## src/rtl/demux_1to5.sv

```systemverilog
// Registered one-to-five demultiplexer: routes din to the output chosen by sel,
// zeroes the rest, strobes a one-hot out_valid and keeps a sticky illegal-select flag.
module demux_1to5 #(
  parameter int WIDTH = 1
) (
  input  logic             clk,
  input  logic             rst_n,
  input  logic [WIDTH-1:0] din,
  input  logic             en,
  input  logic [2:0]       sel,
  input  logic             err_clr,
  output logic [WIDTH-1:0] out1,
  output logic [WIDTH-1:0] out2,
  output logic [WIDTH-1:0] out3,
  output logic [WIDTH-1:0] out4,
  output logic [WIDTH-1:0] out5,
  output logic [4:0]       out_valid,
  output logic             sel_err
);

  // out_valid is a push-only strobe: bit k-1 high for one cycle means outk holds
  // a word this cycle; there is no ready, the consumer must take every strobe.
  logic [4:0] hit;
  logic       illegal;

  always_comb begin
    hit = 5'b00000;
    if (en) begin
      case (sel)
        3'd0:    hit = 5'b00001;
        3'd1:    hit = 5'b00010;
        3'd2:    hit = 5'b00100;
        3'd3:    hit = 5'b01000;
        3'd4:    hit = 5'b10000;
        default: hit = 5'b00000;
      endcase
    end
  end

  assign illegal = en && (sel > 3'd4);

  always_ff @(posedge clk or negedge rst_n) begin
    if (!rst_n) begin
      out1      <= '0;
      out2      <= '0;
      out3      <= '0;
      out4      <= '0;
      out5      <= '0;
      out_valid <= 5'b00000;
      sel_err   <= 1'b0;
    end else begin
      out1      <= hit[0] ? din : '0;
      out2      <= hit[1] ? din : '0;
      out3      <= hit[2] ? din : '0;
      out4      <= hit[3] ? din : '0;
      out5      <= hit[4] ? din : '0;
      out_valid <= hit;
      // A new illegal select beats a simultaneous clear.
      if (illegal)      sel_err <= 1'b1;
      else if (err_clr) sel_err <= 1'b0;
    end
  end

endmodule

```

## config.mk

```make
export PLATFORM = sky130hd
export DESIGN_NAME = demux_1to5
export DESIGN_NICKNAME = d
export VERILOG_FILES = /design/src/rtl/demux_1to5.sv
export SDC_FILE = /design/constraint.sdc
export NUM_CORES = 1
export LEC_CHECK = 0
export ABC_AREA = 1
export CORE_AREA = 2 2 39 41
export DETAILED_ROUTE_END_ITERATION = 10
export DIE_AREA = 0 0 41 43
export PLACE_DENSITY_LB_ADDON = 0.15
export SKIP_LAST_GASP = 1
export SLEW_MARGIN = 20
export SYNTH_ARGS = -nofsm -noshare
export SYNTH_HDL_FRONTEND = slang
export SYNTH_SLANG_ARGS = --single-unit
export TNS_END_PERCENT = 5
```

## constraint.sdc

```tcl
create_clock -name clk -period 0.8 [get_ports clk]
set_input_delay 0.08 -clock clk [delete_from_list [all_inputs] [get_ports clk]]
set_output_delay 0.08 -clock clk [all_outputs]
set_load 0.01 [all_outputs]
```

==> results.md <==
* Pin count of the biggest net entering global routing at 12
* Worst Skew at 0 ns
* Most frequent cells in the layout: 11 x dfrtp_1, 11 x buf_2, 9 x inv_1
* Least-Margin Pin Slew at 0.152 ns
* CP Data Arrival Time at 0.76 ns
* Worst slack, placed at -0.189 ns
* Clk Latency, worst-skew pair at 0.26 ns
* Clock buffer depth at 2
* Post-synthesis register bit count at 11
* CP startpoint kind: flop
* Setup bufs post-CTS at 0
* Vias per cell at 3.82
* DP Area at 598 um^2
* Final hold vios at 0
* Buf/Inv on CP at 1
* Crit path max-delay cell type: dfrtp_1
* Cells along the critical path: buf_2
* CTS root buf: clkbuf_4
* Worst Setup Slack, final at -0.0430 ns
* Initial core utilization at 28.2%
* Register area share after synthesis at 70.5%
* Setup violators final at 11
* Setup Crit Path Kind: reg2out
* Seq pwr share at 55.2%
* Design Power at 1.04 mW
* Comb pwr share at 10.8%
* Avg WL per Cell at 8.06 um
* Post-detailed-route count of antenna-violating nets at 0
* HP Class: in2async
* Layout cells sized above 1 at 25.4%
* Clk pwr share at 34.0%
* GR Util All Layers at 9.09%
* Failing checks: setup timing
* R2R setup slack at 0.18 ns
* Die area at 1760 um^2
* Final core occ at 41.1%
* Final Max Slew Viols at 0
* Antenna cells at 0
* CTS tree: done
* GR Overflow Total at 0
* Worst-path clk slew at 0.07 ns
* Unrepaired setup endpoints after global routing: true
* Nets at 72
* Setup TNS at -0.257 ns
* Hold-fix buffers, CTS at 0
* CP max stage delay at 0.37 ns
* H-Tree Depth at 1
* Core area at 1380 um^2
* Vias in the first global route at 256
* First-pass GRT wire length at 1040 um
* Syn avg cell area at 9.76 um^2
* Mapped Area at 390 um^2
* Critical path endpoint category: primary output
* Post-Syn Nets at 48
* Drt total wl at 637 um
* Layout area overhead at 45.8%
* I/O pin count at 19
* CP top delay family: flip-flops
* Via count at 302
* Pwr per Cell Area at 1830 nW/um^2
* Net switching power at 223 uW
* PortBufs at 18
* DRC at 0
* Fin crit period at 0.843 ns
* Slew headroom at 89.8%
* Critical path peak fanout at 2
* Int Pwr at 818 uW
* CTS Sinks at 11
* TritonRoute pass-1 iters at 1
* Gpl congestion at 0.708
* Maximum clock frequency at 1190 MHz
* Warnings from Yosys at 0
* First DRT Iteration DRCs at 0
* Max Cap Violations at 0
* Die Wd at 41 um
* Cells after Synth at 40
* Netlist cell types at 7
* DP HPWL at 518 um
* Hold WS at 0.114 ns
* Die Y at 43 um
* Worst IR Drop VDD at 0.874 mV
* Initial antenna violation count at 0
* CP Data Required Time at 0.72 ns
* Cells after DPL at 75
* Final std cells w/o fill at 79
* Outcome: finished, violations left
* Num rows at 14
* Total CTS buffers at 3
* Lkg Pwr at 0.350 nW
* Switch share at 21.4%
* Finished Cell Area at 569 um^2
* Period utilization at 105%
==> power by group through the flow <==
stage | Sequential (mW) | Clock (mW) | Combinational [mW]
floorplan | 0.595 | 0 | 0.0310
global placement | 0.586 | 0 | 0.129
detailed placement | 0.586 | 0 | 0.130
CTS | 0.575 | 0.362 | 0.115
global route | 0.576 | 0.392 | 0.130
finish | 0.575 | 0.354 | 0.112
==> path summary, 6_finish.rpt <==
kind / from / to / depth (start not counted)
max: sel_err / sel_err / 1
min: rst_n / sel_err / 2
max reg2reg: sel_err / sel_err / 2
min reg2reg: sel_err / sel_err / 2
max in group asynchronous: rst_n / out4 / 2
min in group clk: err_clr / sel_err / 4
==> area by class of cell <==
cell class                 instances  area [um^2]
tap                               16         20.0
multi-input combinational         20         81.3
clock buffer                       4         26.3
inverter                           9         33.8
sequential                        11          275
timing repair buffer              19          133
fill                             153          815
==> flip-flops by register name, indices dropped and copies added, names as in the netlist <==
| name | count |
|---|---|
| out2 | 1 |
| out5 | 1 |
| out3 | 1 |
| sel_err | 1 |
| out4 | 1 |
| out1 | 1 |
| out_valid | 5 |
==> cell families (layout without fill, tap and decap cells) <==
logic type	count (synthesis)	count (layout)	share of synthesized area, %
simple gates	19	19	19.6
flops	11	11	70.5
buf+inv	9	32	8.65
compound gates	1	1	1.28
==> cell usage after synthesis, drive strengths merged <==
master / count / area (um^2)
dfrtp: 11 / 275
inv: 9 / 33.8
nor2: 9 / 36.3
o21ai: 1 / 5.00
nor3: 2 / 10.0
nand2: 8 / 30.0
==> metal layers <==
metal  global-route usage [%]  vias up  wire length (um)  part of all wire [%]
met5                        0        -                 0                     0
met4                     6.00        0                 0                     0
met3                     3.14        0                67                    11
met2                     11.3       13               271                    43
met1                     12.9      129               297                    47
li1                         -      160                 -                     -
==> what timing repair did <==
action	CTS	global route
resized for setup	44	0
setup endpoints to repair	11	14
pin swaps	0	0
Power figures use the tool's default switching activity.
